### config.mk
export PLATFORM = sky130hd
export DESIGN_NAME = forward_scoreboard
export DESIGN_NICKNAME = d
export VERILOG_FILES = /design/src/rtl/common_types_pkg.sv /design/src/rtl/fwd_scoreboard_table.sv /design/src/rtl/forward_scoreboard.sv
export SDC_FILE = /design/constraint.sdc
export NUM_CORES = 1
export LEC_CHECK = 0
export ABC_AREA = 0
export CAP_MARGIN = 30
export CORE_UTILIZATION = 61
export CTS_CLUSTER_DIAMETER = 60
export DETAILED_ROUTE_END_ITERATION = 7
export MAX_ROUTING_LAYER = met4
export PLACE_DENSITY = 0.94
export SLEW_MARGIN = 40
export SYNTH_ARGS = -nofsm -noshare
export SYNTH_HDL_FRONTEND = slang
export SYNTH_HIERARCHICAL = 1
export SYNTH_SLANG_ARGS = --single-unit
### constraint.sdc
create_clock -name CLK -period 8.7 [get_ports CLK]
set_input_delay 1.74 -clock CLK [delete_from_list [all_inputs] [get_ports CLK]]
set_output_delay 1.74 -clock CLK [all_outputs]
set_load 0.05 [all_outputs]
### src/rtl/common_types_pkg.sv
// Shared types for the forwarding/scoreboard slice: register index, forward-select codes.
// Optional stall cycle counter is enabled with FWD_STALL_COUNT_EN.
package common_types_pkg;

  localparam int NUM_REGS  = 32;
  localparam int REG_IDX_W = $clog2(NUM_REGS);
  localparam int FWD_SEL_W = 2;

  typedef logic [REG_IDX_W-1:0] reg_t;

  // Code 0 reads the register file, code k takes the value from forwarding stage k-1.
  typedef enum logic [FWD_SEL_W-1:0] {
    FWD_RF  = 2'd0,
    FWD_MEM = 2'd1,
    FWD_WB  = 2'd2
  } fwd_sel_t;

endpackage

### src/rtl/fwd_scoreboard_table.sv
// Pending-register table and outstanding-op counter for long-latency results.
// A clear on a register that is not pending is ignored; the counter never wraps.
module fwd_scoreboard_table
  import common_types_pkg::*;
#(
  parameter int MAX_OUTSTANDING = 4,
  parameter int CNT_W           = $clog2(MAX_OUTSTANDING + 1)
) (
  input  logic                CLK,
  input  logic                nRST,
  input  logic                set_valid,
  input  reg_t                set_rd,
  input  logic                clr_valid,
  input  reg_t                clr_rd,
  output logic [NUM_REGS-1:0] pending,
  output logic [CNT_W-1:0]    outstanding,
  output logic                busy
);

  logic [NUM_REGS-1:0] pending_next;
  logic [CNT_W-1:0]    count_next;
  logic                set_hit;
  logic                clr_hit;

  // Clear is applied before set so an issue and done to the same register leave it pending.
  always_comb begin
    set_hit      = set_valid && (set_rd != '0);
    clr_hit      = clr_valid && pending[clr_rd];
    pending_next = pending;
    count_next   = outstanding;
    if (clr_hit) begin
      pending_next[clr_rd] = 1'b0;
    end
    if (set_hit) begin
      pending_next[set_rd] = 1'b1;
    end
    if (set_hit && !clr_hit && (outstanding != CNT_W'(MAX_OUTSTANDING))) begin
      count_next = outstanding + 1'b1;
    end else if (clr_hit && !set_hit && (outstanding != '0)) begin
      count_next = outstanding - 1'b1;
    end
  end

  always_ff @(posedge CLK or negedge nRST) begin
    if (!nRST) begin
      pending     <= '0;
      outstanding <= '0;
      busy        <= 1'b0;
    end else begin
      pending     <= pending_next;
      outstanding <= count_next;
      busy        <= (count_next != '0);
    end
  end

endmodule

### src/rtl/forward_scoreboard.sv
// EX-stage operand forwarding select and hazard stall generation over a long-latency scoreboard.
// Define FWD_STALL_COUNT_EN to add the saturating stall_cycles counter output.
module forward_scoreboard
  import common_types_pkg::*;
#(
  parameter int NUM_RD_PORTS    = 2,
  parameter int NUM_FWD_STAGES  = 2,
  parameter int MAX_OUTSTANDING = 4
) (
  input  logic                                   CLK,
  input  logic                                   nRST,
  input  reg_t [NUM_RD_PORTS-1:0]                ex_rsel,
  input  logic [NUM_RD_PORTS-1:0]                ex_ren,
  input  reg_t [NUM_FWD_STAGES-1:0]              stage_rd,
  input  logic [NUM_FWD_STAGES-1:0]              stage_wen,
  input  logic [NUM_FWD_STAGES-1:0]              stage_rdy,
  input  logic                                   issue_valid,
  input  reg_t                                   issue_rd,
  input  logic                                   done_valid,
  input  reg_t                                   done_rd,
  input  logic                                   flush,
  output logic [NUM_RD_PORTS-1:0][FWD_SEL_W-1:0] fwd_sel,
  output logic                                   stall,
`ifdef FWD_STALL_COUNT_EN
  output logic [31:0]                            stall_cycles,
`endif
  output logic                                   busy
);

  localparam int CNT_W = $clog2(MAX_OUTSTANDING + 1);

  logic [NUM_REGS-1:0]     pending;
  logic [CNT_W-1:0]        outstanding;
  logic [NUM_RD_PORTS-1:0] port_used;
  logic [NUM_RD_PORTS-1:0] port_hit;
  logic [NUM_RD_PORTS-1:0] port_hit_rdy;
  logic [NUM_RD_PORTS-1:0] port_stall;
  logic                    issue_stall;
  logic                    issue_accept;

  // Stages are scanned oldest first so the youngest matching stage wins.
  always_comb begin
    port_used    = '0;
    port_hit     = '0;
    port_hit_rdy = '0;
    for (int p = 0; p < NUM_RD_PORTS; p++) begin
      fwd_sel[p] = FWD_RF;
      if (ex_ren[p] && (ex_rsel[p] != '0)) begin
        port_used[p] = 1'b1;
        for (int s = NUM_FWD_STAGES - 1; s >= 0; s--) begin
          if (stage_wen[s] && (stage_rd[s] == ex_rsel[p])) begin
            fwd_sel[p]      = FWD_SEL_W'(s + 1);
            port_hit[p]     = 1'b1;
            port_hit_rdy[p] = stage_rdy[s];
          end
        end
      end
    end
  end

  // A pending source is satisfied by a ready forwarding stage or by a same-cycle done write.
  always_comb begin
    port_stall = '0;
    for (int p = 0; p < NUM_RD_PORTS; p++) begin
      if (port_used[p]) begin
        if (port_hit[p] && !port_hit_rdy[p]) begin
          port_stall[p] = 1'b1;
        end else if (pending[ex_rsel[p]] && !port_hit[p] &&
                     !(done_valid && (done_rd == ex_rsel[p]))) begin
          port_stall[p] = 1'b1;
        end
      end
    end
    issue_stall  = issue_valid &&
                   (((issue_rd != '0) && pending[issue_rd]) ||
                    (outstanding == CNT_W'(MAX_OUTSTANDING)));
    stall        = (|port_stall) || issue_stall;
    issue_accept = issue_valid && !stall && !flush && (issue_rd != '0);
  end

  fwd_scoreboard_table #(
    .MAX_OUTSTANDING (MAX_OUTSTANDING),
    .CNT_W           (CNT_W)
  ) u_table (
    .CLK         (CLK),
    .nRST        (nRST),
    .set_valid   (issue_accept),
    .set_rd      (issue_rd),
    .clr_valid   (done_valid),
    .clr_rd      (done_rd),
    .pending     (pending),
    .outstanding (outstanding),
    .busy        (busy)
  );

`ifdef FWD_STALL_COUNT_EN
  always_ff @(posedge CLK or negedge nRST) begin
    if (!nRST) begin
      stall_cycles <= '0;
    end else if (stall && (stall_cycles != '1)) begin
      stall_cycles <= stall_cycles + 32'd1;
    end
  end
`endif

endmodule

==> run metrics, run 1 <==
wire per inst=21.3 um; Hold Fails Final Rpt=0; cts bufs inserted=5; Worst setup SP type=primary input; worst clock skew=6.86 ps; critical path class=primary input to primary output; Synth Flop Type=dfrtp_1; commonest cells after routing, fill and taps aside=o21ai_0 (57), clkdlybuf4s50_1 (45), dfrtp_1 (36), mux2i_1 (28), xor2_1 (24); post-route cell area=0.00398 mm^2; CP Cell Sequence=clkdlybuf4s50_1 -> mux2_2 -> nor4b_1 -> a311oi_2 -> a31oi_1 -> a221o_1 -> nand4_1 -> or2_1 -> clkdlybuf4s50_1; Post-Syn Area=0.00351 mm^2; Flop pwr share=41.1%; number of vias per cell=7.25; switching share of power=40.1%; global route overflow=0; GPL Wtd Cong=1.01; largest family of logic cells by synthesized area=multiplexers; Worst EP arrival=4900 ps; Worst Setup End Kind=primary output; Adder-Cell Fraction of Synth Area=1.07%; Peak supply drop=0.000163 V; status=completed; number of synthesized flops with an enable pin=0; # port buffers=46; sequential-to-total area share from yosys stat=25.6%; final setup vio count=0; Routed WL=10300 um; CTS tree=built; CTS max path bufs=2; Final WS setup=2060 ps; post-synthesis area per instance=9.15 um^2; DR DRC count=0; first-pass GRT wire length=16700 um; Placed Instances=476; Starting Density=63.4%; area grow syn2layout=13.4%; vias in the first global route=3416; hold buffer count at CTS=0; CP max-delay cell=clkdlybuf4s50_1; antenna violations before repair=0; combinational group share of total power=40.9%; Initial DRC Count=459; Final min period=6640 ps; LEAKAGE=1.55 nW; Clk Latency, worst-skew pair=290 ps; clk sinks=36; sw power=273 uW; largest net degree at the start of global routing=37; Slew @ Worst Pin=775 ps; total die area=0.00607 mm^2; Tcrit/Tclk final=76.3%; Post-CTS Setup Bufs=0; Ys Warns=6; H-tree level count=2; Clk pwr share=18.0%; Worst EP required=6960 ps; RSZ-0062 raised after global routing=no; max_slew headroom=48.2%; fin util=71.9%; multiplexer share of the synthesized area=20.7%; Crit path largest cell delay=950 ps; Post-Syn Nets=428; Synth Register Bits=36; non-filler instance count after layout=484; Hold Path Class=flop to flop; fraction of final layout cells sized beyond drive strength 1=11.4%; diode count=0; Compound-Gate Fraction of Synth Area=19.0%; overall global routing resource usage=36.9%; PwrDens=171 mW/mm^2; Root Buffer=clkbuf_8; Setup TNS Final=0 ps; Synth Area in Simple Gates=18.4%; routed via count=3511; Max Clock Freq=0.151 GHz; Internal Power=407 uW; clock slew at reported path FFs=70 ps; ys async rst share=100%; # nets final=455; DRT antenna net count=0; Top cell by count, worst path=clkdlybuf4s50_1; die width=77.9 um; Slew Viols, Final=0; Setup WS pre-CTS=2030 ps; num rows=27; Crit Path Max Fanout=15; drt first pass iters=7; Core Area=0.00554 mm^2; placed inst area=0.00390 mm^2; IO Count=47; max_cap viols=0; post-DP HPWL=7590 um; Die Y=77.9 um; Mapped Cells=384; Yosys cell types=65; most common cell after layout, fill and taps aside=o21ai_0; PostCTS Resize Cnt=0; CP top delay family=buffers and inverters; count of buffer and inverter cells on the critical path=2; Synth Area in XOR/XNOR=8.23%
==> final cells by class <==
| type | count | area (um^2) |
|---|---|---|
| clock buffers | 6 | 82.6 |
| well taps | 72 | 90.1 |
| multi-input cells | 305 | 2370 |
| fillers | 426 | 1560 |
| clock inverters | 2 | 10.0 |
| flip-flops and latches | 36 | 901 |
| repair buffers | 48 | 470 |
| inverters | 15 | 56.3 |
==> worst paths after layout <==
| kind | startpoint | end | slack, ps | cells after the start |
|---|---|---|---|---|
| worst min register to register | u_table/outstanding[0] | u_table/outstanding[0] | 570 | 1 |
| max in group asynchronous | nRST | u_table/pending[7] | 6520 | 2 |
| worst max-delay path | ex_rsel[2] | stall | 2060 | 9 |
| min in group asynchronous | nRST | u_table/pending[27] | 1850 | 2 |
| worst min-delay path | u_table/outstanding[0] | u_table/outstanding[0] | 570 | 1 |
| worst max register to register | u_table/pending[2] | u_table/busy | 5160 | 11 |
==> registers in the layout (all words and copies together), names as in the netlist <==
| signal | flops |
|---|---|
| u_table/outstanding | 3 |
| u_table/pending | 32 |
| u_table/busy | 1 |
==> power groups by stage <==
stage	sequential (mW)	clock, mW	combinational (mW)
3_3_place_gp	0.273	0	0.259
2_1_floorplan	0.253	0	0.202
6_report	0.280	0.122	0.278
5_1_grt	0.280	0.131	0.303
4_1_cts	0.272	0.125	0.274
3_5_place_dp	0.276	0	0.273
==> metrics by stage <==
| step | power [mW] | hold slack (ps) |
|---|---|---|
| floorplan | 0.455 | 493 |
| global placement | 0.532 | 532 |
| detailed placement | 0.548 | 566 |
| CTS | 0.671 | 583 |
| global route | 0.714 | 590 |
| finish | 0.680 | 574 |
==> metal layers <==
layer	GRT usage, %	share of wire, %
met1	43.2	36
met2	57.8	46
met3	9.53	12
met4	20.6	5.7
met5	-	0
==> kinds of logic after synthesis <==
family | count (synthesis)
compound gates | 105
xor+xnor | 33
fa+ha+maj | 3
buf+inv | 43
flops | 36
mux | 52
simple gates | 112
==> cells in the mapped netlist, drive strengths merged, types with 2 or more instances <==
library cell / count / area, um^2
inv: 15 / 56.3
nand3: 20 / 100
or3b: 4 / 35.0
nor2: 13 / 48.8
nor4b: 2 / 17.5
o211ai: 2 / 15.0
nand2: 19 / 71.3
nor4: 9 / 56.3
mux2: 9 / 101
a31oi: 2 / 12.5
a22oi: 2 / 15.0
o22ai: 9 / 62.6
nor3b: 2 / 15.0
a21oi: 4 / 20.0
nand2b: 5 / 31.3
mux4: 15 / 345
clkbuf: 10 / 47.5
xnor2: 9 / 78.8
dfrtp: 36 / 901
nand4: 3 / 18.8
a311oi: 3 / 32.5
o311ai: 2 / 17.5
nor3: 4 / 20.0
o31ai: 5 / 37.5
a21o: 2 / 16.3
a2bb2oi: 2 / 17.5
mux2i: 28 / 280
ha: 3 / 37.5
and3: 3 / 20.0
or3: 8 / 60.1
o21ai: 59 / 299
nor2b: 5 / 31.3
buf: 18 / 141
nand3b: 11 / 86.3
o2111ai: 2 / 17.5
o31a: 2 / 17.5
xor2: 24 / 210
Note: power is estimated with default switching activity, not from simulation.
==> run 2: changes to the inputs <==
--- a/config.mk
+++ b/config.mk
@@ -7,11 +7,11 @@
 export LEC_CHECK = 0
 export ABC_AREA = 0
 export CAP_MARGIN = 30
-export CORE_UTILIZATION = 61
+export CORE_UTILIZATION = 51
 export CTS_CLUSTER_DIAMETER = 60
 export DETAILED_ROUTE_END_ITERATION = 7
 export MAX_ROUTING_LAYER = met4
-export PLACE_DENSITY = 0.94
+export PLACE_DENSITY = 0.85
 export SLEW_MARGIN = 40
 export SYNTH_ARGS = -nofsm -noshare
 export SYNTH_HDL_FRONTEND = slang
==> constraint.sdc (replaced) <==
create_clock -name CLK -period 5.9 [get_ports CLK]
set_input_delay 1.18 -clock CLK [delete_from_list [all_inputs] [get_ports CLK]]
set_output_delay 1.18 -clock CLK [all_outputs]
set_load 0.05 [all_outputs]
==> run 2 against run 1 <==
Routed wire length rose by 2.8%. Combinational power rose by 51%. Register-to-register slack got worse by 2600 ps. Sequential share of layout area fell by 0.57 points. Largest cell class unchanged.
==> run metrics, run 2 (synthesis gave the netlist of run 1 again) <==
fraction of final layout cells sized beyond drive strength 1=13.4% (+2.0 points); Final WS setup=539 ps (-1530 ps); worst r2r path cells=12 (+1); GPL Wtd Cong=1.01 (-0.43%); vias in the first global route=3281 (-4.0%); hold buffer count at CTS=0 (unchanged); total die area=0.00723 mm^2 (+19%); largest net degree at the start of global routing=37 (unchanged); Crit path largest cell delay=860 ps (-90 ps); max_slew headroom=55.0% (+6.8 points); Root Buffer=clkbuf_8; PwrDens=247 mW/mm^2 (+45%); number of vias per cell=6.94 (-4.3%); hold path depth=1 (unchanged); Hold Path End=u_table/outstanding[0]; R2R Setup Slk=2540 ps (-2620 ps); Hold Crit Start=u_table/outstanding[0]; max_cap viols=0 (unchanged); Slew Viols, Final=0 (unchanged); largest registers=u_table/pending x32, u_table/outstanding x3, u_table/busy x1; worst clock skew=8.96 ps (+2.10 ps); global route overflow=0 (unchanged); Final min period=5360 ps; Setup TNS Final=0 ps (unchanged); Die Y=85 um (+9.1%); clock slew at reported path FFs=70 ps (about the same); Worst EP required=4720 ps (-2240 ps); Worst setup SP type=primary input; drt first pass iters=5 (-2); overall global routing resource usage=31.3% (-5.6 points); CTS max path bufs=2 (unchanged); IO Count=47 (unchanged); Fill cells=557 (+31%); most common cell after layout, fill and taps aside=o21ai_0; # port buffers=46 (unchanged); DRT antenna net count=0 (unchanged); post-DP HPWL=7930 um (+4.5%); CTS tree=built; Worst Setup End Kind=primary output; Peak supply drop=0.000246 V (+51%); Crit Path Max Fanout=12 (-3); wire per inst=21.1 um (-0.91%); area of the multi-input gates=0.00237 mm^2 (-0.26%); critical path class=primary input to primary output; diode count=0 (unchanged); DR DRC count=0 (unchanged); Initial DRC Count=393 (-14%); final setup vio count=0 (unchanged); first-pass GRT wire length=17100 um (+2.2%); status=completed; LEAKAGE=1.61 nW (+3.6%); area grow syn2layout=16.3%; routed via count=3485 (-0.74%); Clk Latency, worst-skew pair=290 ps (about the same); non-filler instance count after layout=502 (+3.7%); Max Clock Freq=0.187 GHz; RSZ-0062 raised after global routing=no; antenna violations before repair=0 (unchanged); die width=85 um (+9.1%); CP max-delay cell=clkdlybuf4s50_1; Post-CTS Setup Bufs=0 (unchanged); Hold Fails Final Rpt=0 (unchanged); Routed WL=10600 um (+2.8%); r2r endpoint=u_table/busy; Worst EP arrival=4180 ps (-720 ps); Hold Path Class=flop to flop; num rows=29 (+7.4%); cts bufs inserted=5 (unchanged); Core Area=0.00649 mm^2 (+17%); sequential cell area=901 um^2 (unchanged); H-tree level count=2 (unchanged); # nets final=468 (+2.9%); Slew @ Worst Pin=674 ps (-102 ps); Tcrit/Tclk final=90.9%; Top cell by count, worst path=clkdlybuf4s50_1; Placed Instances=494 (+3.8%); commonest cells after routing, fill and taps aside=o21ai_0 (57), clkdlybuf4s50_1 (46), dfrtp_1 (36), mux2i_1 (28), xor2_1 (24); Setup WS pre-CTS=533 ps (-1500 ps); clk sinks=36 (unchanged); Biggest register=u_table/pending; PostCTS Resize Cnt=0 (unchanged); Starting Density=54.1% (-9.3 points); max reg flops=32 (unchanged); CP Cell Sequence=clkdlybuf4s50_1 -> mux2_2 -> o311ai_1 -> o21ai_0 -> o211ai_1 -> a21oi_1 -> or2_1 -> clkdlybuf4s50_1; r2r startpoint=u_table/pending[14]
run 2: changes by cell type in the layout (fill, tap and decap cells not counted):
cell / previous run / this run
clkbuf_1: 0 / 1
buf_4: 2 / 15
clkdlybuf4s50_1: 45 / 46
clkinv_2: 2 / 0
nor4_2: 1 / 0
nor4_1: 8 / 9
buf_2: 1 / 0
clkinvlp_4: 0 / 1
run 2: worst max-delay path by stage:
stage	cells past startpoint	endpoint	from	slack [ps]
2_1_floorplan	13	u_table/busy	issue_rd[1]	1630
3_3_place_gp	8	stall	ex_rsel[7]	630
3_5_place_dp	8	stall	ex_rsel[7]	530
4_1_cts	8	stall	ex_rsel[7]	530
5_1_grt	8	stall	ex_rsel[7]	400
6_report	8	stall	ex_rsel[7]	540
run 2: layout make-up:
| class | count | area share [%] |
|---|---|---|
| well taps | 77 | 2.36 |
| inverters | 15 | 1.38 |
| clock inverters | 1 | 0.184 |
| repair buffers | 61 | 14.0 |
| multi-input cells | 305 | 57.9 |
| clock buffers | 7 | 2.11 |
| flip-flops and latches | 36 | 22.0 |
run 2: report_power, final:
part | total [mW] | leakage, nW | switching [mW] | internal, mW
clock | 0.181 | 0.0445 | 0.0862 | 0.0948
combinational | 0.421 | 1.10 | 0.215 | 0.205
sequential | 0.407 | 0.468 | 0.0990 | 0.308
total | 1.01 | 1.61 | 0.401 | 0.608
run 2: critical path, delay by kind of cell:
family / cells / cell delay, ps
buffers and inverters: 2 / 1560
AOI/OAI and AO/OA: 4 / 790
muxes: 1 / 410
and+or+nand+nor: 1 / 240
run 2: metrics by stage:
stage | utilization (%) | area [um^2] | hold WS (ps) | total power [mW]
2_1_floorplan | - | 3510 | 493 | 0.671
3_3_place_gp | 61.5 | 3990 | 536 | 0.793
3_5_place_dp | 61.5 | 3990 | 554 | 0.817
4_1_cts | 62.9 | 4090 | 566 | 0.999
5_1_grt | 62.9 | 4090 | 614 | 1.06
6_report | 62.9 | 4090 | 558 | 1.01
run 2: layer usage:
metal	global-route usage (%)	wire length, um
met1	39.2	4180
met2	49.4	4930
met3	5.84	1070
met5	-	0
met4	14.0	409
==> run 3: changes to the inputs <==
--- a/config.mk
+++ b/config.mk
@@ -7,11 +7,11 @@
 export LEC_CHECK = 0
 export ABC_AREA = 0
 export CAP_MARGIN = 30
-export CORE_UTILIZATION = 51
+export CORE_UTILIZATION = 50
 export CTS_CLUSTER_DIAMETER = 60
 export DETAILED_ROUTE_END_ITERATION = 7
 export MAX_ROUTING_LAYER = met4
-export PLACE_DENSITY = 0.85
+export PLACE_DENSITY_LB_ADDON = 0.08
 export SLEW_MARGIN = 40
 export SYNTH_ARGS = -nofsm -noshare
 export SYNTH_HDL_FRONTEND = slang
==> run 3 against run 2 <==
Utilization fell by 2.3 points. Clock skew barely moved. Non-clock buffer count fell by 1. Highest routed layer unchanged.
==> run metrics, run 3 (synthesis gave the netlist of run 1 again) <==
# port buffers=46 (unchanged); Hold Path Class=flop to flop; antenna violations before repair=0 (unchanged); Worst Setup End Kind=primary output; Routed WL=10700 um (+1.0%); r2r startpoint=u_table/pending[2]; Hold Crit Start=u_table/outstanding[0]; largest registers=u_table/pending x32, u_table/outstanding x3, u_table/busy x1; CP top delay family=buffers and inverters; Slew Viols, Final=0 (unchanged); LEAKAGE=1.61 nW (+0.30%); wire per inst=20.6 um (-2.5%); Clk Latency, worst-skew pair=290 ps (about the same); Setup WS pre-CTS=517 ps (-16.4 ps); PwrDens=253 mW/mm^2 (+2.4%); Worst EP required=4720 ps (about the same); Critical Path Source=ex_rsel[7]; Final min period=5390 ps (+27.1 ps); max_cap viols=0 (unchanged); most common cell after layout, fill and taps aside=o21ai_0; Max Clock Freq=0.186 GHz (-0.50%); number of vias per cell=6.44 (-7.3%); fraction of final layout cells sized beyond drive strength 1=13.4% (+0.032 points); clock slew at reported path FFs=70 ps (about the same); CP max-delay cell=clkdlybuf4s50_1; routed via count=3348 (-3.9%); Starting Density=51.7% (-2.4 points); Crit Path Max Fanout=12 (unchanged); Hold Fails Final Rpt=0 (unchanged); CTS max path bufs=2 (unchanged); Die Y=85.8 um (+0.97%); Post-CTS Setup Bufs=0 (unchanged); post-DP HPWL=7880 um (-0.65%); clk sinks=36 (unchanged); CTS tree=built; commonest cells after routing, fill and taps aside=o21ai_0 (57), clkdlybuf4s50_1 (46), dfrtp_1 (36), mux2i_1 (28), xor2_1 (24); Worst EP arrival=4210 ps (+30 ps); Crit path largest cell delay=830 ps (-30 ps); Final WS setup=512 ps (-27.1 ps); Biggest register=u_table/pending; Peak supply drop=0.000218 V (-11%); Top cell by count, worst path=clkdlybuf4s50_1; global route overflow=0 (unchanged); worst clock skew=9.00 ps (+0.0376 ps); RSZ-0062 raised after global routing=no; num rows=30 (+3.4%); Core Area=0.00679 mm^2 (+4.6%); final setup vio count=0 (unchanged); H-tree level count=2 (unchanged); DR DRC count=0 (unchanged); GPL Wtd Cong=0.999 (-1.0%); Fill cells=618 (+11%); Slew @ Worst Pin=672 ps (-2.01 ps); IO Count=47 (unchanged); max reg flops=32 (unchanged); total die area=0.00737 mm^2 (+2.0%); Worst setup SP type=primary input; DRT antenna net count=0 (unchanged); max_slew headroom=55.2% (+0.27 points); Initial DRC Count=252 (-36%); CP Cell Sequence=clkdlybuf4s50_1 -> buf_4 -> mux2i_1 -> a2bb2oi_1 -> o2111ai_1 -> nor4_1 -> o211ai_1 -> a21oi_1 -> or2_1 -> clkdlybuf4s50_1; drt first pass iters=6 (+1); Root Buffer=clkbuf_8; largest net degree at the start of global routing=37 (unchanged); # nets final=467 (-0.21%); status=completed; vias in the first global route=3244 (-1.1%); Tcrit/Tclk final=91.3% (+0.46 points); die width=85.8 um (+0.97%); critical path class=primary input to primary output; first-pass GRT wire length=17200 um (+0.60%); hold buffer count at CTS=0 (unchanged); cts bufs inserted=5 (unchanged); overall global routing resource usage=31.5% (+0.18 points); Setup TNS Final=0 ps (unchanged); diode count=0 (unchanged); PostCTS Resize Cnt=0 (unchanged); area grow syn2layout=17.3%; Total Power=1.04 mW (+3.2%); count of buffer and inverter cells on the critical path=3 (+1)
==> run 3: cell types whose count changed in the layout (fill, tap and decap cells not counted) <==
cell       delta
buf_4         -1
bufinv_16     +1
clkbuf_1      -1
clkbuf_8      -1
clkinv_2      +1
==> run 3: final cells by class <==
class / instances / area (um^2) / share of cell area [%]
repair buffers: 60 / 566 / 13.7
clock inverters: 3 / 42.5 / 1.03
flip-flops and latches: 36 / 901 / 21.9
well taps: 96 / 120 / 2.91
inverters: 15 / 56.3 / 1.37
multi-input cells: 305 / 2370 / 57.4
clock buffers: 5 / 68.8 / 1.67
==> run 3: per-layer routing <==
| layer | GRT usage (%) | part of all wire (%) | vias up |
|---|---|---|---|
| met2 | 49.5 | 47 | 157 |
| met4 | 12.4 | 2.3 | 0 |
| li1 | - | - | 1527 |
| met3 | 4.23 | 6.6 | 25 |
| met5 | - | 0 | - |
| met1 | 41.4 | 44 | 1639 |
==> run 3: metrics by stage <==
| stage | area, um^2 | hold slack [ps] | utilization, % | std cells |
|---|---|---|---|---|
| 6_report | 4120 | 544 | 60.7 | 520 |
| 5_1_grt | 4120 | 613 | 60.7 | 520 |
| 4_1_cts | 4120 | 543 | 60.7 | 520 |
| 3_5_place_dp | 4010 | 530 | 59.0 | 512 |
| 3_3_place_gp | 4010 | 536 | 59.0 | 512 |
| 2_1_floorplan | 3510 | 493 | - | 384 |
==> run 3: worst paths after layout <==
kind,endpoint,slack (ps),depth (start not counted)
max,stall,510,10
max in group asynchronous,u_table/pending[11],4260,2
min reg2reg,u_table/outstanding[0],540,1
min,u_table/outstanding[0],540,1
max reg2reg,u_table/busy,2370,12
min in group asynchronous,u_table/pending[20],1310,2
==> run 3: where the power goes <==
group,internal (mW),total (mW),switching (mW)
logic,0.204,0.412,0.208
clock network,0.125,0.216,0.0907
registers,0.308,0.414,0.105
